File: src/rtl/glb_ld_strm_tx.sv
// GLB load-stream transmitter: walks a nested-loop address pattern over bank memory
// and streams the words to one PRR input lane in scheduled-valid or ready/valid mode.
module glb_ld_strm_tx #(
  parameter int DATA_WIDTH = 16,
  parameter int ADDR_WIDTH = 16,
  parameter int LOOP_LEVEL = 4,
  parameter int CNT_WIDTH  = 16,
  parameter int FIFO_DEPTH = 4
) (
  input  logic                             clk,
  input  logic                             reset,
  input  logic                             stall,
  input  logic                             cfg_start,
  input  logic [1:0]                       cfg_mode,
  input  logic [2:0]                       cfg_dim,
  input  logic [ADDR_WIDTH-1:0]            cfg_start_addr,
  input  logic [LOOP_LEVEL*CNT_WIDTH-1:0]  cfg_extent,
  input  logic [LOOP_LEVEL*ADDR_WIDTH-1:0] cfg_data_stride,
  input  logic [LOOP_LEVEL*CNT_WIDTH-1:0]  cfg_cycle_stride,
  output logic                             mem_rd_en,
  output logic [ADDR_WIDTH-1:0]            mem_rd_addr,
  input  logic [DATA_WIDTH-1:0]            mem_rd_data,
  output logic [DATA_WIDTH-1:0]            io16_g2io,
  output logic                             io1_g2io,
  input  logic                             io1_io2g,
  output logic                             strm_data_flush,
  output logic                             busy,
  output logic                             done
);

  localparam int PTR_W = $clog2(FIFO_DEPTH);

  typedef enum logic [1:0] {IDLE, FLUSH, RUN, DRAIN} state_t;

  state_t                  state;
  logic                    mode_rv;
  logic [2:0]              dim_q;
  logic [ADDR_WIDTH-1:0]   start_q;
  logic [CNT_WIDTH-1:0]    ext_m1   [LOOP_LEVEL];
  logic [ADDR_WIDTH-1:0]   dstride  [LOOP_LEVEL];
  logic [CNT_WIDTH-1:0]    cstride  [LOOP_LEVEL];
  logic [CNT_WIDTH-1:0]    iter     [LOOP_LEVEL];
  logic [CNT_WIDTH-1:0]    iter_nxt [LOOP_LEVEL];
  logic [ADDR_WIDTH-1:0]   doff     [LOOP_LEVEL];
  logic [ADDR_WIDTH-1:0]   doff_nxt [LOOP_LEVEL];
  logic [CNT_WIDTH-1:0]    coff     [LOOP_LEVEL];
  logic [CNT_WIDTH-1:0]    coff_nxt [LOOP_LEVEL];
  logic [CNT_WIDTH-1:0]    t_cnt;
  logic                    t_ovf;
  logic [ADDR_WIDTH-1:0]   addr;
  logic [CNT_WIDTH-1:0]    sched;
  logic                    last_elem;
  logic                    carry;

  logic                    rd_pending;
  logic                    hold_valid;
  logic [DATA_WIDTH-1:0]   hold_data;
  logic                    ret_valid;
  logic [DATA_WIDTH-1:0]   ret_data;
  logic [DATA_WIDTH-1:0]   fifo_mem [FIFO_DEPTH];
  logic [PTR_W-1:0]        wr_ptr;
  logic [PTR_W-1:0]        rd_ptr;
  logic [PTR_W:0]          occ;
  logic [PTR_W+1:0]        fill;
  logic                    fifo_ne;
  logic                    pop;
  logic                    rv_room;
  logic                    sched_ok;
  logic                    issue;

  // Offsets of inactive levels stay zero, so summing every level is safe.
  always_comb begin
    addr  = start_q;
    sched = '0;
    for (int l = 0; l < LOOP_LEVEL; l++) begin
      addr  = addr + doff[l];
      sched = sched + coff[l];
    end
  end

  always_comb begin
    carry     = 1'b1;
    last_elem = 1'b1;
    for (int l = 0; l < LOOP_LEVEL; l++) begin
      iter_nxt[l] = iter[l];
      doff_nxt[l] = doff[l];
      coff_nxt[l] = coff[l];
      if (l < int'(dim_q)) begin
        if (iter[l] != ext_m1[l]) last_elem = 1'b0;
        if (carry) begin
          if (iter[l] == ext_m1[l]) begin
            iter_nxt[l] = '0;
            doff_nxt[l] = '0;
            coff_nxt[l] = '0;
          end else begin
            iter_nxt[l] = iter[l] + CNT_WIDTH'(1);
            doff_nxt[l] = doff[l] + dstride[l];
            coff_nxt[l] = coff[l] + cstride[l];
            carry       = 1'b0;
          end
        end
      end
    end
  end

  // A return that lands during a stall is parked in hold_data until the stall ends.
  assign ret_valid = rd_pending | hold_valid;
  assign ret_data  = hold_valid ? hold_data : mem_rd_data;
  assign fifo_ne   = (occ != '0);
  assign io1_g2io  = fifo_ne & ~stall;
  assign io16_g2io = fifo_ne ? fifo_mem[rd_ptr] : '0;
  assign pop       = io1_g2io & (~mode_rv | io1_io2g);
  assign fill      = {1'b0, occ} + (PTR_W+2)'(ret_valid) - (PTR_W+2)'(pop);
  assign rv_room   = (fill < (PTR_W+2)'(FIFO_DEPTH));
  assign sched_ok  = t_ovf | (t_cnt >= sched);
  assign issue     = (state == RUN) & ~stall & (mode_rv ? rv_room : sched_ok);

  assign mem_rd_en       = issue;
  assign mem_rd_addr     = issue ? addr : '0;
  assign strm_data_flush = (state == FLUSH);
  assign busy            = (state != IDLE);

  always_ff @(posedge clk) begin
    if (reset) begin
      state   <= IDLE;
      done    <= 1'b0;
      mode_rv <= 1'b0;
      dim_q   <= '0;
      start_q <= '0;
      t_cnt   <= '0;
      t_ovf   <= 1'b0;
      for (int l = 0; l < LOOP_LEVEL; l++) begin
        ext_m1[l]  <= '0;
        dstride[l] <= '0;
        cstride[l] <= '0;
        iter[l]    <= '0;
        doff[l]    <= '0;
        coff[l]    <= '0;
      end
    end else begin
      done <= 1'b0;
      if (!stall) begin
        case (state)
          IDLE: begin
            if (cfg_start && (cfg_mode == 2'd1 || cfg_mode == 2'd2)) begin
              mode_rv <= (cfg_mode == 2'd2);
              dim_q   <= cfg_dim;
              start_q <= cfg_start_addr;
              for (int l = 0; l < LOOP_LEVEL; l++) begin
                ext_m1[l]  <= (cfg_extent[l*CNT_WIDTH +: CNT_WIDTH] == '0) ? '0 :
                              cfg_extent[l*CNT_WIDTH +: CNT_WIDTH] - CNT_WIDTH'(1);
                dstride[l] <= cfg_data_stride[l*ADDR_WIDTH +: ADDR_WIDTH];
                cstride[l] <= cfg_cycle_stride[l*CNT_WIDTH +: CNT_WIDTH];
                iter[l]    <= '0;
                doff[l]    <= '0;
                coff[l]    <= '0;
              end
              state <= FLUSH;
            end
          end
          FLUSH: begin
            if (dim_q == '0) begin
              state <= IDLE;
              done  <= 1'b1;
            end else begin
              state <= RUN;
              t_cnt <= '0;
              t_ovf <= 1'b0;
            end
          end
          RUN: begin
            t_cnt <= t_cnt + CNT_WIDTH'(1);
            if (&t_cnt) t_ovf <= 1'b1;
            if (issue) begin
              iter <= iter_nxt;
              doff <= doff_nxt;
              coff <= coff_nxt;
              if (last_elem) state <= DRAIN;
            end
          end
          DRAIN: begin
            if (pop && occ == (PTR_W+1)'(1) && !ret_valid) begin
              state <= IDLE;
              done  <= 1'b1;
            end
          end
          default: state <= IDLE;
        endcase
      end
    end
  end

  always_ff @(posedge clk) begin
    if (reset) begin
      rd_pending <= 1'b0;
      hold_valid <= 1'b0;
      hold_data  <= '0;
      wr_ptr     <= '0;
      rd_ptr     <= '0;
      occ        <= '0;
      for (int i = 0; i < FIFO_DEPTH; i++) fifo_mem[i] <= '0;
    end else if (!stall) begin
      rd_pending <= issue;
      hold_valid <= 1'b0;
      if (ret_valid) begin
        fifo_mem[wr_ptr] <= ret_data;
        wr_ptr           <= wr_ptr + PTR_W'(1);
      end
      if (pop) rd_ptr <= rd_ptr + PTR_W'(1);
      occ <= occ + (PTR_W+1)'(ret_valid) - (PTR_W+1)'(pop);
    end else if (rd_pending) begin
      hold_data  <= mem_rd_data;
      hold_valid <= 1'b1;
      rd_pending <= 1'b0;
    end
  end

endmodule
File: config.mk
export PLATFORM = sky130hd
export DESIGN_NAME = glb_ld_strm_tx
export DESIGN_NICKNAME = d
export VERILOG_FILES = /design/src/rtl/glb_ld_strm_tx.sv
export SDC_FILE = /design/constraint.sdc
export NUM_CORES = 1
export LEC_CHECK = 0
export BUFFER_PORTS_ARGS = -buffer_cell sky130_fd_sc_hd__buf_2
export CORE_ASPECT_RATIO = 0.75
export CORE_MARGIN = 1
export CORE_UTILIZATION = 38
export DETAILED_ROUTE_END_ITERATION = 6
export PLACE_DENSITY_LB_ADDON = 0.1
export SLEW_MARGIN = 40
export SYNTH_ARGS = -nofsm -noshare
export SYNTH_HDL_FRONTEND = slang
export SYNTH_SLANG_ARGS = --single-unit
File: constraint.sdc
create_clock -name clk -period 6.5 [get_ports clk]
set_input_delay 0.975 -clock clk [delete_from_list [all_inputs] [get_ports clk]]
set_output_delay 0.975 -clock clk [all_outputs]
set_load 0.005 [all_outputs]
Word-level counts from Yosys, hierarchy flattened
Memory sizes are Yosys's and may differ from the RTL's. A register that Yosys moved wholly into a read port is not among the register bits.
Index checks and enable logic that the tools add are counted.
- memories kept: 4
- flip-flop bits (word level): 257
- RAM bits: 256
- input bits: 234
- word-level logic and storage cells: 249
- equality and inequality tests: 27
- $add $sub $neg: 30
- bitwise gates (word level): 21
- reductions and logical operators: 30
- multiplexer cells: 106
- magnitude comparators: 6
- memories (memory ; depth ; bits a word ; rd ports ; clocked after Yosys merged registers in ; wr ports ; line ; text):
    cstride ; 4 ; 16 ; 4 ; 0 ; 4 ; 41 ; logic [CNT_WIDTH-1:0] cstride [LOOP_LEVEL];
    dstride ; 4 ; 16 ; 4 ; 0 ; 4 ; 40 ; logic [ADDR_WIDTH-1:0] dstride [LOOP_LEVEL];
    ext_m1 ; 4 ; 16 ; 4 ; 0 ; 4 ; 39 ; logic [CNT_WIDTH-1:0] ext_m1 [LOOP_LEVEL];
    fifo_mem ; 4 ; 16 ; 1 ; 1 ; 4 ; 60 ; logic [DATA_WIDTH-1:0] fifo_mem [FIFO_DEPTH];
- operator list (operator ; number):
    16-bit two-way mux ; 54
    64-bit case mux with 2 select lines ; 3
    64-bit two-way mux ; 4
    16-bit adder ; 15
    16-bit by 1-bit adder with 16-bit output (second input constant) ; 5
    16-bit == test ; 4
    16-bit logical NOT ; 4
    16-bit != test ; 4
    16-bit by 1-bit subtractor with 16-bit output (second input constant) ; 4
    1-bit two-way mux ; 33
    16-bit case mux with 2 select lines ; 1
    2-bit != test (second input constant) ; 12
    6-bit AND reduction ; 3
    16-bit >= comparator ; 1
    2-bit two-way mux ; 8
    16-bit AND reduction ; 1
    16-bit OR reduction ; 1
    1-bit bitwise OR ; 15
    5-bit AND reduction ; 2
    2-bit case mux with 4 select lines ; 1
    2-bit == test (second input constant) ; 3
    1-bit by 3-bit < comparator with 1-bit output (first input constant) ; 2
    2-bit by 3-bit < comparator with 1-bit output (first input constant) ; 2
    2-bit AND reduction ; 3
    other kinds (22) ; 35

Longest topological paths before layout
Gate-level depths: netlist (run 1).
- depth in word-level cells: 12
- depth in mapped cells: 26
- depth with buffers taken out: 23

Least setup slack after synthesis (run 1)
No wires, ideal clock.
- path type: input to register
- from: in cfg_mode[0]
- to: mem cstride[0][0], enable pin
- setup time: 0.543 ns
- path slack: 0.476 ns
- path buffers: 1
- stages on the path: 6
- required time: 5.957 ns
- arrival: 5.481 ns
- path through: inv_1 ha_1 nor2b_1 a31oi_1 clkbuf_1 inv_1
- RTL lines (item ; line ; text):
    from (decl) ; 14 ; input logic [1:0] cfg_mode,
    to (decl) ; 41 ;

Worst setup path in the final report (run 1)
- from: reg coff[33] (netlist bit)
- to: out mem_rd_addr[12]
- longest elaborated chain between the ends: 8
- ends and longest elaborated chain (item ; line ; text):
    from (decl) ; 46 ; logic [CNT_WIDTH-1:0] coff [LOOP_LEVEL];
    from (signal assigned) ; 177 ; coff <= coff_nxt;
    16-bit adder (3 in series) ; 77 ; sched = sched + coff[l];
    16-bit >= comparator ; 115 ; assign sched_ok = t_ovf | (t_cnt >= sched);
    1-bit bitwise OR ; 115 ;
    1-bit two-way mux ; 116 ; assign issue = (state == RUN) & ~stall & (mode_rv ? rv_room : sched_ok);
    1-bit bitwise AND ; 116 ;
    16-bit two-way mux ; 119 ; assign mem_rd_addr = issue ? addr : '0;
    to (decl) ; 21 ; output logic [ADDR_WIDTH-1:0] mem_rd_addr,
Every way passes these cells.

==> results of run 1 <==
[cell type report]
cell class | instances | area, um2
inverter | 166 | 636
fill | 7621 | 43900
clock buffer | 71 | 1510
sequential | 515 | 12900
clock inverter | 34 | 338
timing repair buffer | 314 | 1800
tap | 1046 | 1310
multi-input combinational | 2324 | 16900
[through the flow]
stage | std cells | instance area (um2)
CTS | 4460 | 35200
global placement | 4351 | 33200
detailed placement | 4353 | 33300
global route | 4470 | 35400
finish | 4470 | 35400
floorplan | 3126 | 30700
[what timing repair did]
item	CTS	global route
gates cloned	0	1
setup buffers	2	9
gates resized for setup	15	31
endpoints found under the setup margin	17	17
pin swaps	4	26
[cell families after synthesis]
group / count (synthesis) / share of synthesized area [%]
and+or+nand+nor: 1121 / 18.3
muxes: 39 / 1.93
DFF: 515 / 41.9
xor gates and xnor gates: 272 / 7.76
adders and majority gates: 270 / 13.0
AOI/OAI and AO/OA: 622 / 13.4
buffers and inverters: 287 / 3.68
[registers in the layout (all words and copies together) (netlist names), 2 cells and up, named ones only]
name	cells
coff	64
cstride	64
doff	64
dstride	64
ext_m1	64
fifo_mem	64
iter	64
hold_data	16
start_q	16
t_cnt	16
dim_q	3
occ	3
rd_ptr	2
wr_ptr	2
[worst max path at each step]
stage	startpoint	to	slack (ns)
global route	coff[33]	mem_rd_addr[12]	-0.15
CTS	coff[1]	mem_rd_addr[2]	0.002
finish	coff[33]	mem_rd_addr[12]	0.17
floorplan	cfg_mode[0]	cstride[0][0]	0.48
global placement	coff[1]	mem_rd_addr[10]	0.27
detailed placement	coff[1]	mem_rd_addr[10]	0.26
[cell usage in the layout, fill, tap and decap left out, types with 24 or more instances in the layout]
master and instances:
dfxtp_1 253, nor2b_1 25, a22oi_1 58, clkbuf_16 59, xnor2_1 180, nand4_1 27, nand2b_1 35, nor3_1 81
and3_1 44, a22o_1 47, a21o_1 43, nor2_1 318, nand2_1 195, buf_2 266, or3_1 35, o21ai_0 82
nand3_1 99, ha_1 185, buf_4 34, a21oi_1 210, nor4_1 29, xor2_1 92, fa_1 82, nand3b_1 28
a311oi_1 24, and2_1 140, edfxtp_1 256, inv_1 162
[worst max-delay path: cells and delay by family (launching register included)]
| kind | cells | cell delay [ns] |
|---|---|---|
| AO/OA/AOI/OAI | 10 | 1.60 |
| adder cells (fa/ha/maj) | 5 | 1.77 |
| buffers and inverters | 4 | 0.40 |
| AND/OR/NAND/NOR | 3 | 0.53 |
| flip-flops | 1 | 0.34 |
| XOR/XNOR | 1 | 0.10 |
[power by group]
| part | total (W) | switching, W | leakage [nW] | internal (W) |
|---|---|---|---|---|
| Combinational | 0.000623 | 0.000376 | 8.80 | 0.000247 |
| Clock | 0.00327 | 0.00139 | 0.893 | 0.00188 |
| Sequential | 0.00357 | 0.0000598 | 4.76 | 0.00351 |
[routing by layer]
layer,vias to the layer above,routed length (um)
li1,11700,-
met1,11400,41000
met2,479,37600
met3,90,3570
met4,0,1640
met5,-,0
==> results.json, run 1 <==
{
  "status": "completed",
  "synth_area_leaders": "edfxtp_1, dfxtp_1, ha_1",
  "cts_tree": "yes",
  "grt_use_met3_pct": 2.76,
  "ys_seq_elements": 515,
  "antenna_found_initial": 0,
  "met1_usage_pct": 29.0,
  "cts_sinks": 515,
  "drive_above_1_share_pct": 14.4,
  "ioPinCount": 271,
  "ir_drop_mv": 0.179,
  "grt_pass1_vias": 22800,
  "p_leak_nw": 14.5,
  "start_kind": "register",
  "die_x_um": 330,
  "avgViaCountPerCell": 5.30,
  "avgSynthCellArea_um2": 9.83,
  "postCtsHoldBufs": 0,
  "area_growth_pct": 15.3,
  "maxCapViolCount": 0,
  "min_to": "hold_data[15]",
  "die_height_um": 248,
  "min_from": "hold_data[15]",
  "min_period_over_period_pct": 97.5,
  "root_buffer": "clkbuf_16",
  "dieArea_mm2": 0.0820,
  "yosysTopAreaCellShare_pct": 25.0,
  "hold_depth": 2,
  "holdWs_ns": 0.453,
  "io_buffers": 270,
  "grt_busiest_layer": "met2",
  "clock.fmax_ghz": 0.158,
  "drv_slew": 0,
  "yosys.area.top_type": "edfxtp_1",
  "hold_viol_final": 0,
  "r2r-start": "coff[2]",
  "drt_first_pass_iters": 6,
  "skew_ns": 0.0272,
  "finalPower_w": 0.00746,
  "synthArstFlopShare_pct": 0,
  "setup_violations": 0,
  "ys.flop_type": "dfxtp_1",
  "yosys-top-cells-count": "nor2_1, dfxtp_1, edfxtp_1",
  "place_ws_ns": 0.255,
  "synth_cells": 3126,
  "yosys.cell_count.top_type": "nor2_1",
  "gp_congestion": 0.867,
  "grt_max_degree": 153,
  "critPathSlowestCell": "fa_1",
  "worst_slack_ns": 0.165,
  "dp_hpwl_mm": 61.9,
  "rows": 89,
  "drc_errors": 0,
  "timing.setup.tns_ns": 0,
  "clockBufferDepth": 3,
  "synth_edf_count": 256,
  "coreArea_mm2": 0.0793,
  "cts.clk_slew.worst_paths_ns": 0.06,
  "numCtsBuffers": 56,
  "grtUsageTotal_pct": 20.0,
  "clock_latency_ns": 0.63,
  "via_count": 23700,
  "rsz0062_at_grt": "yes",
  "grtUsageMet2_pct": 31.4,
  "r2r-end": "iter[51]",
  "cp.required_ns": 5.52,
  "wire_per_inst_um": 18.7,
  "synth_cell_types": 77,
  "fin_crit_ns": 6.33,
  "hp-class": "register to register",
  "crit_arrival_ns": 5.36,
  "reg2reg_slack_ns": 0.62,
  "slew_headroom_pct": 44.7,
  "critPathKind": "register to output pin",
  "synth-warning-count": 0,
  "antenna_left": 0,
  "syn_area_mm2": 0.0307,
  "post-route-util_pct": 44.7,
  "htree_levels": 2,
  "start_util_pct": 38.7,
  "cp-end-kind": "output pin",
  "crit_fanout": 7,
  "drt_iter0_drc": 1512,
  "wl_mm": 83.8,
  "crit_chain": "inv_2 -> fa_1 -> inv_1 -> fa_1 -> ha_2 -> fa_2 -> a21oi_2 -> o21bai_2 -> a21oi_2 -> o21ai_2 -> a211oi_2 -> o31ai_1 -> a21oi_1 -> xnor2_1 -> ha_2 -> or3_4 -> a211oi_2 -> o21ai_1 -> a21o_1 -> nand2_4 -> clkbuf_16 -> nor2_1 -> buf_2",
  "finalNetCount": 3881,
  "synth.net_count": 3630,
  "diodes": 0,
  "tightestPinTransition_ns": 0.829,
  "ff2ff_path_depth": 24,
  "slowest_delay_ns": 0.52,
  "synth-seq-area-share_pct": 41.9,
  "grt_remaining_overflow": 0,
  "grt_pass1_wl_mm": 128,
  "powerDensity_mw_per_mm2": 211
}
Power figures use the tool's default switching activity.
==> inputs of run 2 (changes only) <==
--- a/config.mk
+++ b/config.mk
@@ -8,10 +8,10 @@
 export BUFFER_PORTS_ARGS = -buffer_cell sky130_fd_sc_hd__buf_2
 export CORE_ASPECT_RATIO = 0.75
 export CORE_MARGIN = 1
-export CORE_UTILIZATION = 38
+export CORE_UTILIZATION = 55
 export DETAILED_ROUTE_END_ITERATION = 6
 export PLACE_DENSITY_LB_ADDON = 0.1
-export SLEW_MARGIN = 40
+export SLEW_MARGIN = 0
 export SYNTH_ARGS = -nofsm -noshare
 export SYNTH_HDL_FRONTEND = slang
 export SYNTH_SLANG_ARGS = --single-unit
==> run 2 against run 1 <==
- the run now ends with DRC left
- die area down 31%
- first-iteration DRC count up 30%
- non-clock buffer count up 10
- sequential cell count unchanged
- critical path depth up 3
- sequential share of layout area up 0.50 points
- fmax down 1.1%
- clock power down 3%
- sequential power about the same
- design area down 1.4%
==> results.json, run 2 (synthesis results as in run 1) <==
{
  "drive_above_1_share_pct": 14.2,
  "dp_hpwl_mm": 58.4,
  "ir_drop_mv": 0.187,
  "start_util_pct": 56.0,
  "hold_depth": 2,
  "min_period_over_period_pct": 98.6,
  "violations": "DRC",
  "r2r-end": "coff[59]",
  "wl_mm": 79.3,
  "cp.required_ns": 5.52,
  "grt_pass1_wl_mm": 123,
  "grt_remaining_overflow": 0,
  "clockBufferDepth": 3,
  "slew_headroom_pct": 20.2,
  "place_ws_ns": 0.181,
  "rsz0062_at_grt": "yes",
  "powerDensity_mw_per_mm2": 211,
  "die_height_um": 207,
  "multi_input_area_mm2": 0.0169,
  "gp_congestion": 0.940,
  "wl_met2_mm": 36.0,
  "setup_violations": 0,
  "grt_max_degree": 117,
  "clock_latency_ns": 0.61,
  "timing.setup.tns_ns": 0,
  "antenna_found_initial": 4,
  "layout_commonest_cell": "nor2_1",
  "cts.clk_slew.worst_paths_ns": 0.06,
  "r2r-start": "coff[17]",
  "finalNetCount": 3888,
  "dieArea_mm2": 0.0568,
  "drt_first_pass_iters": 7,
  "root_buffer": "clkbuf_16",
  "clock.fmax_ghz": 0.156,
  "hold_viol_final": 0,
  "wire_per_inst_um": 19.1,
  "drv_slew": 0,
  "io_buffers": 270,
  "cp-end-kind": "output pin",
  "postCtsHoldBufs": 0,
  "skew_ns": 0.0206,
  "start_kind": "register",
  "via_count": 24100,
  "crit_arrival_ns": 5.43,
  "grt_pass1_vias": 22900,
  "holdWs_ns": 0.452,
  "dr.max_layer_used": "met4",
  "numCtsBuffers": 53,
  "fillers": 4520,
  "fin_crit_ns": 6.41,
  "htree_levels": 2,
  "dr_wl_met3_mm": 4.41,
  "area_growth_pct": 13.7,
  "cts_sinks": 515,
  "die_x_um": 275,
  "final_cell_mix": "nor2_1, buf_2, dfxtp_1, edfxtp_1, a21oi_1",
  "worst_slack_ns": 0.0942,
  "critPathKind": "register to output pin",
  "ff2ff_path_depth": 28,
  "reg2reg_slack_ns": 0.47,
  "rows": 74,
  "hp-class": "register to register",
  "ioPinCount": 271,
  "p_leak_nw": 14.5,
  "maxCapViolCount": 0,
  "status": "finished with violations",
  "min_from": "hold_data[14]",
  "tightestPinTransition_ns": 1.18,
  "min_to": "hold_data[14]",
  "antenna_left": 0,
  "drt_iter0_drc": 1972,
  "seq_area_mm2": 0.0129,
  "drc_errors": 3,
  "grtUsageTotal_pct": 27.4,
  "coreArea_mm2": 0.0548,
  "crit_fanout": 7,
  "cts_tree": "yes",
  "cp-startpoint": "coff[17]",
  "wl_met1_mm": 37.2,
  "avgViaCountPerCell": 5.80
}
run 2: cell types whose count changed in the layout (fill, tap and decap cells not counted), moves of 4 or more:
cell / delta
buf_4: +15
clkinv_2: +7
clkbuf_16: -4
clkbuf_8: +6
clkbuf_1: -8
clkinv_1: -4
buf_6: -7
run 2: critical path, cell delays in order, from the launching register on:
cell and delay [ns]:
dfxtp_4 0.36, inv_2 0.04, fa_1 0.53, inv_1 0.05, fa_1 0.48, ha_4 0.19, fa_2 0.40, a21oi_2 0.16
o21bai_2 0.09, a21oi_2 0.18, buf_4 0.13, buf_4 0.10, buf_4 0.09, buf_4 0.09, buf_4 0.09, o21bai_1 0.06
xnor2_1 0.19, ha_1 0.27, buf_4 0.14, a221oi_2 0.26, o21ai_1 0.13, a21o_1 0.26, nand2_4 0.10, buf_12 0.11
buf_16 0.12, nor2_1 0.04, buf_2 0.13
run 2: worst max-delay path by stage:
stage                           end  slack [ns]  cells past startpoint
finish              mem_rd_addr[13]        0.09                     26
global route        mem_rd_addr[11]       -0.13                     24
CTS                 mem_rd_addr[11]        0.02                     23
detailed placement         iter[51]        0.18                     24
global placement           iter[51]        0.31                     24
floorplan             cstride[0][0]        0.48                      6
run 2: routing by layer:
layer | GRT usage, % | vias up
met5 | 0 | -
met4 | 7.46 | 0
met3 | 3.47 | 115
met2 | 43.3 | 666
met1 | 39.8 | 11600
li1 | - | 11700
run 2: power breakdown:
| group | internal [W] | leakage, nW | switching, W |
|---|---|---|---|
| registers | 0.00351 | 4.76 | 0.0000587 |
| clock network | 0.00183 | 0.909 | 0.00135 |
| logic | 0.000244 | 8.83 | 0.000365 |
| total | 0.00559 | 14.5 | 0.00177 |
run 2: through the flow:
stage / instances / total power, W / area (um2) / util [%]
after detailed placement: 4029 / 0.00424 / 32800 / 59.8
after global placement: 4029 / 0.00423 / 32800 / 59.8
final: 4153 / 0.00736 / 34900 / 63.7
after CTS: 4139 / 0.00740 / 34700 / 63.4
after floorplan: 3126 / 0.00400 / 30700 / -
after global routing: 4153 / 0.00760 / 34900 / 63.7
run 2: repair_timing:
| item | CTS | global route |
|---|---|---|
| pin swaps | 5 | 20 |
| endpoints found under the hold margin | 0 | 0 |
| cloned | 1 | 0 |
| buffers inserted | 9 | 12 |
| gates resized for setup | 20 | 18 |
| setup endpoints to repair | 17 | 22 |
run 2: layout make-up:
| type | count | area share, % |
|---|---|---|
| tap | 722 | 2.59 |
| multi-input combinational | 2324 | 48.3 |
| antenna | 2 | 0.0143 |
| clock inverter | 32 | 0.896 |
| sequential | 515 | 36.9 |
| clock buffer | 68 | 4.29 |
| timing repair buffer | 324 | 5.23 |
| inverter | 166 | 1.81 |
